$ cat src/rtl/alu_div_unit_pkg.sv
// Shared constants and types for the EX-stage multi-cycle divider.
// ALU op codes and RV32M funct3 encodings live here for reuse.
package alu_div_unit_pkg;

  localparam logic [4:0] ALU_ADD  = 5'd0;
  localparam logic [4:0] ALU_SUB  = 5'd1;
  localparam logic [4:0] ALU_AND  = 5'd2;
  localparam logic [4:0] ALU_OR   = 5'd3;
  localparam logic [4:0] ALU_XOR  = 5'd4;
  localparam logic [4:0] ALU_DIV  = 5'd16;
  localparam logic [4:0] ALU_DIVU = 5'd17;
  localparam logic [4:0] ALU_REM  = 5'd18;
  localparam logic [4:0] ALU_REMU = 5'd19;

  localparam logic [2:0] F3_DIV  = 3'b100;
  localparam logic [2:0] F3_DIVU = 3'b101;
  localparam logic [2:0] F3_REM  = 3'b110;
  localparam logic [2:0] F3_REMU = 3'b111;

  localparam int DIV_ITERS = 32;

  typedef enum logic [1:0] {
    S_IDLE = 2'd0,
    S_CALC = 2'd1,
    S_FIX  = 2'd2,
    S_DONE = 2'd3
  } div_state_e;

  function automatic logic is_div_op(input logic [4:0] op);
    return (op == ALU_DIV) || (op == ALU_DIVU) ||
           (op == ALU_REM) || (op == ALU_REMU);
  endfunction

  function automatic logic is_signed_op(input logic [4:0] op);
    return (op == ALU_DIV) || (op == ALU_REM);
  endfunction

  function automatic logic is_rem_op(input logic [4:0] op);
    return (op == ALU_REM) || (op == ALU_REMU);
  endfunction

endpackage

$ cat src/rtl/alu_div_unit_div_step.sv
// One radix-2 restoring division step: shift in a dividend bit,
// trial-subtract the divisor, keep the difference when it fits.
module div_step #(
  parameter int XLEN = 32
) (
  input  logic [XLEN:0]   rem,
  input  logic            dvd_bit,
  input  logic [XLEN-1:0] dvs,
  output logic [XLEN:0]   rem_next,
  output logic            q_bit
);

  logic [XLEN+1:0] shifted;
  logic [XLEN:0]   diff;

  assign shifted  = {rem, dvd_bit};
  assign q_bit    = shifted >= {2'b00, dvs};
  assign diff     = shifted[XLEN:0] - {1'b0, dvs};
  assign rem_next = q_bit ? diff : shifted[XLEN:0];

endmodule

$ cat src/rtl/alu_div_unit.sv
// Multi-cycle RV32M divider (DIV/DIVU/REM/REMU) beside the EX ALU.
// Restoring division on magnitudes, then a sign-fixup cycle.
module alu_div_unit
  import alu_div_unit_pkg::*;
#(
  parameter int XLEN = 32
) (
  input  logic            clk,
  input  logic            rst,
  input  logic            start,
  input  logic [4:0]      op,
  input  logic [XLEN-1:0] a,
  input  logic [XLEN-1:0] b,
  input  logic            flush,
  output logic            busy,
  output logic            done,
  output logic [XLEN-1:0] result
);

  localparam logic [XLEN-1:0] INT_MIN = {1'b1, {(XLEN-1){1'b0}}};
  localparam logic [5:0]      LAST    = 6'(DIV_ITERS - 1);

  div_state_e      state, state_n;
  logic [4:0]      op_q;
  logic            q_neg, r_neg;
  logic [XLEN:0]   rem;
  logic [XLEN-1:0] quo, dvs;
  logic [5:0]      cnt;

  logic            accept, special;
  logic            a_neg, b_neg;
  logic [XLEN-1:0] a_mag, b_mag;
  logic [XLEN-1:0] spec_val, fix_val;
  logic [XLEN-1:0] q_fix, r_fix;
  logic [XLEN:0]   rem_n;
  logic            q_bit;

  assign accept = start && !flush && is_div_op(op) &&
                  (state == S_IDLE || state == S_DONE);

  assign a_neg = is_signed_op(op) && a[XLEN-1];
  assign b_neg = is_signed_op(op) && b[XLEN-1];
  assign a_mag = a_neg ? -a : a;
  assign b_mag = b_neg ? -b : b;

  // Zero divisor and signed overflow never enter CALC.
  assign special = (b == '0) ||
                   (is_signed_op(op) && a == INT_MIN && b == '1);

  always_comb begin
    spec_val = '0;
    if (b == '0)
      spec_val = is_rem_op(op) ? a : '1;
    else if (op == ALU_DIV)
      spec_val = INT_MIN;
  end

  div_step #(.XLEN(XLEN)) u_step (
    .rem      (rem),
    .dvd_bit  (quo[XLEN-1]),
    .dvs      (dvs),
    .rem_next (rem_n),
    .q_bit    (q_bit)
  );

  assign q_fix   = q_neg ? -quo : quo;
  assign r_fix   = r_neg ? -rem[XLEN-1:0] : rem[XLEN-1:0];
  assign fix_val = is_rem_op(op_q) ? r_fix : q_fix;

  always_comb begin
    state_n = state;
    unique case (state)
      S_IDLE, S_DONE: begin
        if (accept)
          state_n = special ? S_DONE : S_CALC;
        else
          state_n = S_IDLE;
      end
      S_CALC: if (cnt == LAST) state_n = S_FIX;
      S_FIX:  state_n = S_DONE;
      default: state_n = S_IDLE;
    endcase
    if (flush)
      state_n = S_IDLE;
  end

  always_ff @(posedge clk) begin
    if (rst) state <= S_IDLE;
    else     state <= state_n;
  end

  always_ff @(posedge clk) begin
    if (rst) begin
      op_q   <= '0;
      q_neg  <= 1'b0;
      r_neg  <= 1'b0;
      rem    <= '0;
      quo    <= '0;
      dvs    <= '0;
      cnt    <= '0;
      result <= '0;
    end else if (accept) begin
      op_q  <= op;
      q_neg <= a_neg ^ b_neg;
      r_neg <= a_neg;
      rem   <= '0;
      quo   <= a_mag;
      dvs   <= b_mag;
      cnt   <= '0;
      if (special)
        result <= spec_val;
    end else if (!flush && state == S_CALC) begin
      rem <= rem_n;
      quo <= {quo[XLEN-2:0], q_bit};
      cnt <= cnt + 6'd1;
    end else if (!flush && state == S_FIX) begin
      result <= fix_val;
    end
  end

  assign busy = (state == S_CALC) || (state == S_FIX);
  assign done = (state == S_DONE);

endmodule
$ cat config.mk
export PLATFORM = sky130hd
export DESIGN_NAME = alu_div_unit
export DESIGN_NICKNAME = d
export VERILOG_FILES = /design/src/rtl/alu_div_unit_pkg.sv /design/src/rtl/alu_div_unit_div_step.sv /design/src/rtl/alu_div_unit.sv
export SDC_FILE = /design/constraint.sdc
export NUM_CORES = 1
export LEC_CHECK = 0
export ABC_AREA = 1
export CORE_MARGIN = 3
export CORE_UTILIZATION = 53
export CTS_CLUSTER_SIZE = 14
export DETAILED_ROUTE_END_ITERATION = 7
export PLACE_DENSITY = 0.74
export SETUP_SLACK_MARGIN = 0.3
export SYNTH_ARGS = -nofsm -noshare
export SYNTH_HDL_FRONTEND = slang
export SYNTH_SLANG_ARGS = --single-unit
$ cat constraint.sdc
create_clock -name clk -period 2.39 [get_ports clk]
set_input_delay 0.3585 -clock clk [delete_from_list [all_inputs] [get_ports clk]]
set_output_delay 0.3585 -clock clk [all_outputs]
set_load 0.02 [all_outputs]
# --- Word-level counts from Yosys, hierarchy flattened ---
# Index checks and enable logic that the tools add are counted.
totals:
  n_memories: 0
  reg_bits: 144
  word_cells: 78
  out_inout_bits: 34
  mem_bits_rw: 0
  input_bits: 73
  rom_bits: 0
  latch_bits: 0
op_classes:
  add_sub_neg: 6
  muxes: 19
  reduce_logical: 27
  n_eq_ne: 15
  n_bitwise: 1
  n_mul: 0
  n_div: 0
  order_cmp: 1
  shifts: 0
op_table:
  columns: ["cell", "count"]
  rows:
  - ["2-to-1 mux 32 bit", 14]
  - ["negation 32 bit", 4]
  - ["equality test 32 bit, second input constant", 2]
  - ["greater-or-equal comparator 34 x 32 -> 1 bit", 1]
  - ["2-to-1 mux 33 bit", 1]
  - ["subtractor 33 x 32 -> 33 bit", 1]
  - ["logical NOT 32 bit", 1]
  - ["equality test 5 bit, second input constant", 6]
  - ["logical AND 1 bit", 9]
  - ["logical OR 1 bit", 9]
  - ["adder 6 x 1 -> 6 bit, second input constant", 1]
  - ["equality test 6 x 5 -> 1 bit, second input constant", 1]
  - ["2-to-1 mux 2 bit", 3]
  - ["case mux 2 bit (3 select lines)", 1]
  - ["OR reduction 2 bit", 3]
  - ["equality test 2 bit, second input constant", 2]
  - ["inequality test 2 bit, second input constant", 2]
  - ["nonzero test 2 bit", 2]
  - ["AND reduction 3 bit", 1]
  - ["equality test 2 x 1 -> 1 bit, second input constant", 1]
  - ["logical NOT 2 bit", 1]
  - ["inequality test 2 x 1 -> 1 bit, second input constant", 1]
  - ["logical NOT 1 bit", 1]
  - ["XOR 1 bit", 1]

# --- Depth between registers and ports, before layout ---
# Gate-level depths: netlist of run 1.
depth:
  depth_word: 8
  mapped_depth: 16
  depth_no_buf: 16

# --- Hierarchy ---
# A second synthesis of run 1 with hierarchy kept.
hier_totals:
  cells_unflattened: 2375
  hier_area_um2: 13232.7
modules_own_cells:
  columns: ["mod", "n_inst", "area_per_inst_um2", "seq_area_each_um2", "cells_per_inst"]
  rows:
  - ["alu_div_unit", 1, 9954.5, 2862.7, 1678]
  - ["div_step", 1, 3278.1, 0.0, 697]

# --- Least setup slack after synthesis of run 1 ---
# Ideal clock, no wire load.
synth_timing:
  kind: "reg-to-reg"
  from: "reg quo[31]"
  to: "reg rem[2]"
  n_path_buf: 1
  setup_slack_ps: 273
  path_stages_with_launch: 14
  period_less_slack_ps: 2117
  arrival_ps: 1985
  setup_time_ps: 132
  path_cell_list: "dfxtp_1 -> inv_1 -> ha_1 -> inv_1 -> fa_1 -> nand3_1 -> nand3_1 -> nand2_1 -> nand2_1 -> nand2_2 -> buf_1 -> nand4_1 -> nand3_1 -> a21oi_1"
synth_between:
  elab_chain_cells: 2
synth_lines:
  columns: ["element", "line", "text"]
  rows:
  - ["from (decl)", "alu_div_unit.sv:27", "logic [XLEN-1:0] quo, dvs;"]
  - ["from (signal assigned)", "alu_div_unit.sv:107", "quo <= a_mag;"]
  - ["from (signal assigned)", "alu_div_unit.sv:114", "quo <= {quo[XLEN-2:0], q_bit};"]
  - ["subtractor 33 x 32 -> 33 bit or greater-or-equal comparator 34 x 32 -> 1 bit (tied branches)", "alu_div_unit_div_step.sv:18, alu_div_unit_div_step.sv:17", null]
  - ["2-to-1 mux 33 bit (*)", "alu_div_unit_div_step.sv:19", "assign rem_next = q_bit ? diff : shifted[XLEN:0];"]
  - ["to (signal assigned)", "alu_div_unit.sv:113", "rem <= rem_n;"]
  - ["to (decl)", "alu_div_unit.sv:26", "logic [XLEN:0] rem;"]
# Mark *: on every way between the ends. The rest lies on a longest branch, timed or not.
# A chain may end at the register's enable or synchronous reset.

# --- Final worst setup path of run 1 ---
layout_timing:
  from: "reg rem[15]"
  to: "reg rem[10]"
layout_between:
  elab_chain_cells: 2
layout_lines:
  columns: ["element", "line", "text"]
  rows:
  - ["greater-or-equal comparator 34 x 32 -> 1 bit", "alu_div_unit_div_step.sv:17", "assign q_bit = shifted >= {2'b00, dvs};"]
  - ["2-to-1 mux 33 bit", "alu_div_unit_div_step.sv:19", null]
# No other way between the ends.

==> results by group, run 1 <==
Die
  – Die area: between 20000 and 30000 um^2
  – Die width: 163 um
  – Core area: around 24000 um^2
  – Die Span Y: around 160 um
  – I/O pins: 107
  – Starting Density: between 50% and 60%
  – Rows: 56

Logic synthesis
  – Post-synth top cells: 726 x nand2_1, 332 x inv_1, 274 x nor2_1
  – Dominant cells by area after synthesis: dfxtp_1 22%, nand2_1 21%, inv_1 9.6%, nand3_1 8.3%, nor2_1 7.9%
  – Gate Count Post-Synth: roughly 2.3k
  – Ys async rst share: 0%
  – Netlist cell types: 51
  – Largest area contributor in the netlist: dfxtp_1
  – Count leader, synth: nand2_1
  – Primary FF master, synth: dfxtp_1
  – Post-synthesis area per instance: 5.56 um^2
  – Syn_nets: about 2.5k
  – Sequential area share after synthesis: a little over a fifth
  – Synth warnings: 0
  – Top-area cell type share of the netlist area: 22.0%
  – Synthesized area: between 10000 and 15000 um^2
  – Post-synth EDFFs: 0
  – Register bit total from synthesis: 143

Power
  – Peak supply drop: 0.000382 V
  – Leak Pwr: just under 9 nW
  – Power Density: 423 nW/um^2

Worst setup path
  – CP max FO: 17
  – Critical path capture point type: flop
  – Critical Path End: rem[10]
  – Setup slack, reg-to-reg: 0.007 ns
  – FF-to-FF End: rem[10]
  – Critical Path RT: roughly 2.8 ns
  – Worst Setup SP: rem[15]
  – Worst EP arrival: 2.75 ns
  – Crit path kind: reg -> reg
  – Worst r2r path cells: 16
  – Startpoint Class: flop
  – Worst r2r src: rem[15]

Global route
  – Vias in the first global route: roughly 16k
  – Congestion Overflow GR: 0
  – Largest net degree at the start of global routing: 45
  – Antenna violations before repair: 0
  – Tot GR Track Use: about two fifths
  – First-pass GRT wire length: roughly 84 mm

CTS
  – Num Clock Sinks: 143
  – Clk slew on worst S/H paths: approximately 0.070 ns
  – CTS tree: built
  – Root Buffer: clkbuf_16
  – Longest Clk Path Bufs: 2
  – CTS H-tree depth: 4
  – Worst-skew pair later-pin latency: around 0.46 ns
  – CTS Buf Count: 17

Final layout
  – Share of layout cells above drive strength 1: between 20% and 30%
  – Fillers: 1754
  – Area Overhead vs Synth: 42.9%
  – Non-Filler Instances: 2999
  – Ant. Diodes: 0
  – Layout Nets: between 2k and 3k

Placed design
  – Cell Count Post-Placement: about 2.9k
  – RePlAce Congestion: between 1 and 1.5
  – Pre-CTS setup slack: -0.289 ns
  – PortBufs: between 100 and 150
  – Final HPWL DP: ~40 mm

Timing
  – Final setup violation count: 0
  – Crit share post-route: between 90% and 100%
  – Setup slack after layout: approximately 0.0070 ns
  – RSZ-0062 raised after global routing: yes
  – Slew HR: 63.2%
  – Slew @ Worst Pin: 0.552 ns
  – Tmin final: approximately 2.4 ns
  – Max-slew violation count: 0
  – Final hold vios: 0
  – Setup Skew: between 0.015 and 0.02 ns
  – Max Freq: 420 MHz

Status
  – Violated checks: DRC
  – Run status: finished with violations

Detailed routing
  – Antenna Nets Post-Route: 0
  – First-pass DRT Iterations: 8
  – WL final: about 59 mm
  – Initial drt markers: between 2k and 3k
  – DRC errors left: 4
  – Via count: between 15k and 20k
  – WL per Instance: about 20 um
  – Vias per inst: about 6

Run
  – Max_cap viols: 0

Min path
  – HP Class: in -> reg
## placed cells by master (no fill, tap or decap), types with 13 or more instances in the layout
cell / count
nand3_1: 187
nand2_1: 661
buf_4: 235
buf_12: 16
nand2_4: 18
nor3_1: 27
nand4_1: 69
nand3b_1: 13
a21oi_1: 112
inv_1: 288
o22ai_1: 31
nor2_4: 24
o21ai_1: 22
xnor2_1: 18
clkdlybuf4s50_1: 97
a21oi_2: 18
nor2_1: 231
buf_6: 14
nor2_2: 34
nand2_2: 53
ha_4: 33
a31oi_1: 14
nand3_2: 21
o21ai_0: 107
dfxtp_2: 25
clkbuf_16: 21
inv_2: 49
dfxtp_1: 115
## critical path, stage by stage, from the launching register on
cell	delay, ns
dfxtp_2	0.43
ha_4	0.25
nand2_2	0.12
inv_1	0.08
nand2_1	0.10
nand2_2	0.07
inv_1	0.09
nand2_2	0.09
inv_2	0.09
nand2_4	0.06
nand2_4	0.08
nand3_4	0.15
buf_6	0.17
buf_12	0.15
nand2_2	0.07
nand3_1	0.08
a21oi_1	0.21
## power by group
part | switching, mW | total (mW) | internal, mW
sequential | 0.0196 | 2.42 | 2.40
combinational | 1.44 | 2.50 | 1.06
clock | 1.37 | 2.96 | 1.60
## cell families after synthesis
| family | after synthesis | synth area share (%) |
|---|---|---|
| flip-flops | 143 | 22.0 |
| AND/OR/NAND/NOR | 1372 | 45.3 |
| XOR/XNOR | 29 | 1.95 |
| AO/OA/AOI/OAI | 334 | 13.9 |
| buffers and inverters | 427 | 12.8 |
| adder cells (fa/ha/maj) | 42 | 4.09 |
## metrics by stage
step	TNS, ns	hold WS (ns)	area [um^2]	power, mW	util (%)
after CTS	0	0.444	17600	7.53	73.9
after detailed placement	-6.34	0.432	15800	4.14	66.4
final	0	0.387	18600	7.88	78.2
after global routing	-0.114	0.418	18600	8.08	78.2
after floorplan	0	0.415	13000	3.46	-
after global placement	-4.72	0.428	15800	4.12	66.4
## how the worst min path moves through the flow
stage | start | endpoint | slack [ns] | cells past startpoint
5_1_grt | a[0] | quo[0] | 0.42 | 4
3_5_place_dp | op_q[3] | op_q[3] | 0.43 | 2
4_1_cts | op_q[3] | op_q[3] | 0.44 | 2
2_1_floorplan | op_q[2] | op_q[2] | 0.42 | 2
3_3_place_gp | op_q[2] | op_q[2] | 0.43 | 2
6_report | a[0] | quo[0] | 0.39 | 4
## layout make-up
| cell class | instances | area, um^2 | share of cell area (%) |
|---|---|---|---|
| clock inverters | 15 | 186 | 1.00 |
| inverters | 345 | 1320 | 7.06 |
| clock buffers | 17 | 425 | 2.28 |
| flip-flops and latches | 143 | 2910 | 15.6 |
| repair buffers | 382 | 3620 | 19.4 |
| well taps | 319 | 399 | 2.14 |
| multi-input cells | 1778 | 9780 | 52.5 |
## registers in the layout, summed over array words and instances (netlist names)
name    flops
op_q        4
rem        33
q_neg       1
r_neg       1
quo        32
result     32
state       2
dvs        32
cnt         6
## metal layers
| metal | GRT usage, % | vias up | wire [um] |
|---|---|---|---|
| met2 | 60.7 | 1503 | 25000 |
| met4 | 14.4 | 0 | 3470 |
| met1 | 55.8 | 8178 | 22800 |
| li1 | - | 8206 | - |
| met3 | 8.27 | 334 | 8210 |
| met5 | 0 | - | 0 |
## timing repair
action / in CTS / in global routing
endpoints found under the setup margin: 106 / 122
endpoints found under the hold margin: 0 / 0
hold buffers: 0 / 0
setup buffers: 29 / 30
pin swaps: 36 / 74
resized for setup: 170 / 225
gates cloned: 7 / 5
Power figures use the tool's default switching activity.
==> inputs of run 2 (changes only) <==
--- a/config.mk
+++ b/config.mk
@@ -12,6 +12,7 @@
 export DETAILED_ROUTE_END_ITERATION = 7
 export PLACE_DENSITY = 0.74
 export SETUP_SLACK_MARGIN = 0.3
+export SKIP_CTS_REPAIR_TIMING = 1
 export SYNTH_ARGS = -nofsm -noshare
 export SYNTH_HDL_FRONTEND = slang
 export SYNTH_SLANG_ARGS = --single-unit
==> run 2 against run 1 <==
Against the previous run:
- the flow now finishes without violations
- register-to-register slack barely moved
- non-clock buffer count fell by 37
- cell count fell by 1.3%
- sequential share of layout area rose by 0.42 points
- routed wire length fell by 7.5%
- fmax rose by 0.57%
- worst setup slack improved by 0.014 ns
- first-iteration DRC count fell by 21%
- critical path type unchanged
==> results by group, run 2 (synthesis gave the netlist of run 1 again) <==
Placed design
  – RePlAce Congestion: 1.03
  – Placed cell areas: 15800 um^2
  – Cell Count Post-Placement: 2896
  – Final HPWL DP: 40.2 mm
  – PortBufs: between 100 and 150

Timing
  – Total negative slack: 0 ns
  – Slew HR: 62.6%
  – Setup Skew: approximately 0.014 ns
  – Max Freq: approximately 420 MHz
  – Crit share post-route: ~99%
  – Slew @ Worst Pin: around 0.56 ns
  – Hold Worst Slack: between 0.3 and 0.4 ns
  – Tmin final: around 2.4 ns
  – RSZ-0062 raised after global routing: yes
  – Final setup violation count: 0
  – Final hold vios: 0
  – Max-slew violation count: 0

Detailed routing
  – Antenna Nets Post-Route: 0
  – WL final: between 50 and 60 mm
  – Initial drt markers: ~2.3k
  – First-pass DRT Iterations: 6
  – WL per Instance: ~19 um
  – DRC errors left: 0
  – Via count: roughly 17k
  – Vias per inst: between 5 and 6

Final layout
  – Non-Filler Instances: 2961
  – Max reg flops: 33
  – Fillers: around 1.9k
  – Largest reg by FF count: rem
  – Most common cell after layout, fill and taps aside: nand2_1
  – Share of layout cells above drive strength 1: a little over a fifth
  – Layout Nets: between 2k and 3k
  – Final Util: about three quarters
  – Area Overhead vs Synth: 38.6%
  – Commonest cells after routing, fill and taps aside: 670 x nand2_1, 297 x inv_1, 231 x nor2_1
  – Ant. Diodes: 0
  – Finished Cell Area: approximately 18000 um^2

Power
  – Leak Pwr: 8.61 nW
  – Clock share of power: about two fifths
  – Int Power: just under 5 mW
  – Switching power: 2.71 mW
  – Logic pwr share: between 20% and 30%
  – Peak supply drop: just under 0.0004 V
  – Reg power frac: 31.8%
  – Power Density: 420 nW/um^2
  – Switching share of power: a little over a third

CTS
  – Num Clock Sinks: roughly 140
  – Root Buffer: clkbuf_16
  – Longest Clk Path Bufs: 2
  – Clk slew on worst S/H paths: around 0.070 ns
  – CTS H-tree depth: 4
  – CTS Buf Count: 17
  – Worst-skew pair later-pin latency: ~0.45 ns
  – CTS tree: built

Worst setup path
  – Startpoint Class: flop
  – Setup slack, reg-to-reg: 0.02 ns
  – Largest delay contributor family on the critical path: simple AND/OR/NAND/NOR gates
  – Most numerous cell on the critical path: nand2_1
  – CP Cell Sequence: ha_4 > inv_4 > fa_2 > nand3_1 > nand3_2 > nand2_1 > nand2_2 > nand2_2 > nand3_1 > nand2_1 > nand2_1 > a21oi_1 > a21oi_1
  – Critical Path RT: approximately 2.7 ns
  – CP max FO: 4
  – Crit path buffers/inverters: 1
  – Crit path kind: reg -> reg
  – Worst EP arrival: 2.70 ns
  – Critical path capture point type: flop
  – Critical path's slowest cell: fa_2
  – Max incr delay on CP: 0.45 ns

Die
  – I/O pins: around 110
  – Die area: about 27000 um^2
  – Die Span Y: between 150 and 200 um
  – Core area: 23800 um^2
  – Die width: between 150 and 200 um
  – Starting Density: between 50% and 60%
  – Rows: 56

Global route
  – GR Util met1: ~54%
  – First-pass GRT wire length: around 79 mm
  – Largest net degree at the start of global routing: 45
  – Vias in the first global route: around 15k
  – Antenna violations before repair: 0
  – Congestion Overflow GR: 0
  – GR Util met3: under 10%
  – Tot GR Track Use: approximately 37%
  – Global Route met2 Usage: between 50% and 60%
  – GRT Max-Usage Layer: met2

Min path
  – HP Class: in -> reg

Status
  – Run status: completed

Run
  – Max_cap viols: 0
## run 2: final cells by class
cell class | instances | area (um^2) | share of cell area, %
Multi-Input combinational cell | 1777 | 9690 | 53.6
Timing Repair Buffer | 345 | 3160 | 17.5
Sequential cell | 143 | 2890 | 16.0
Inverter | 345 | 1310 | 7.24
Clock buffer | 17 | 425 | 2.35
Tap cell | 319 | 399 | 2.21
Clock inverter | 15 | 186 | 1.03
## run 2: worst register-to-register path: stages, from the launching register on
cell and delay [ns]:
dfxtp_2 0.37, ha_4 0.16, inv_4 0.04, fa_2 0.45
nand3_1 0.17, nand3_2 0.16, nand2_1 0.11, nand2_2 0.10
nand2_2 0.09, nand3_1 0.13, nand2_1 0.15, nand2_1 0.08
a21oi_1 0.15, a21oi_1 0.09
## run 2: power by group through the flow
| stage | combinational (mW) | clock, mW | sequential (mW) |
|---|---|---|---|
| final | 2.25 | 2.93 | 2.42 |
| after detailed placement | 1.67 | 0 | 2.47 |
| after global placement | 1.65 | 0 | 2.47 |
| after CTS | 1.68 | 2.91 | 2.42 |
| after global routing | 2.38 | 3.01 | 2.42 |
| after floorplan | 0.992 | 0 | 2.47 |
## run 2: path summary, 6_finish.rpt
check / end / from / depth (start not counted)
min: dvs[16] / b[16] / 4
min reg2reg: op_q[3] / op_q[3] / 2
max reg2reg: rem[32] / dvs[0] / 13
max: rem[32] / dvs[0] / 13
## run 2: layer usage
layer	vias to the layer above	routed length (um)
met5	-	0
met4	0	2340
met3	207	6290
met2	1110	23700
met1	7902	22700
li1	8134	-
## run 2: through the flow
stage / power, mW / setup WS, ns
after floorplan: 3.46 / 0.323
after global placement: 4.12 / -0.294
after detailed placement: 4.14 / -0.289
after CTS: 7.01 / 0.0570
after global routing: 7.81 / -0.0290
final: 7.59 / 0.0206
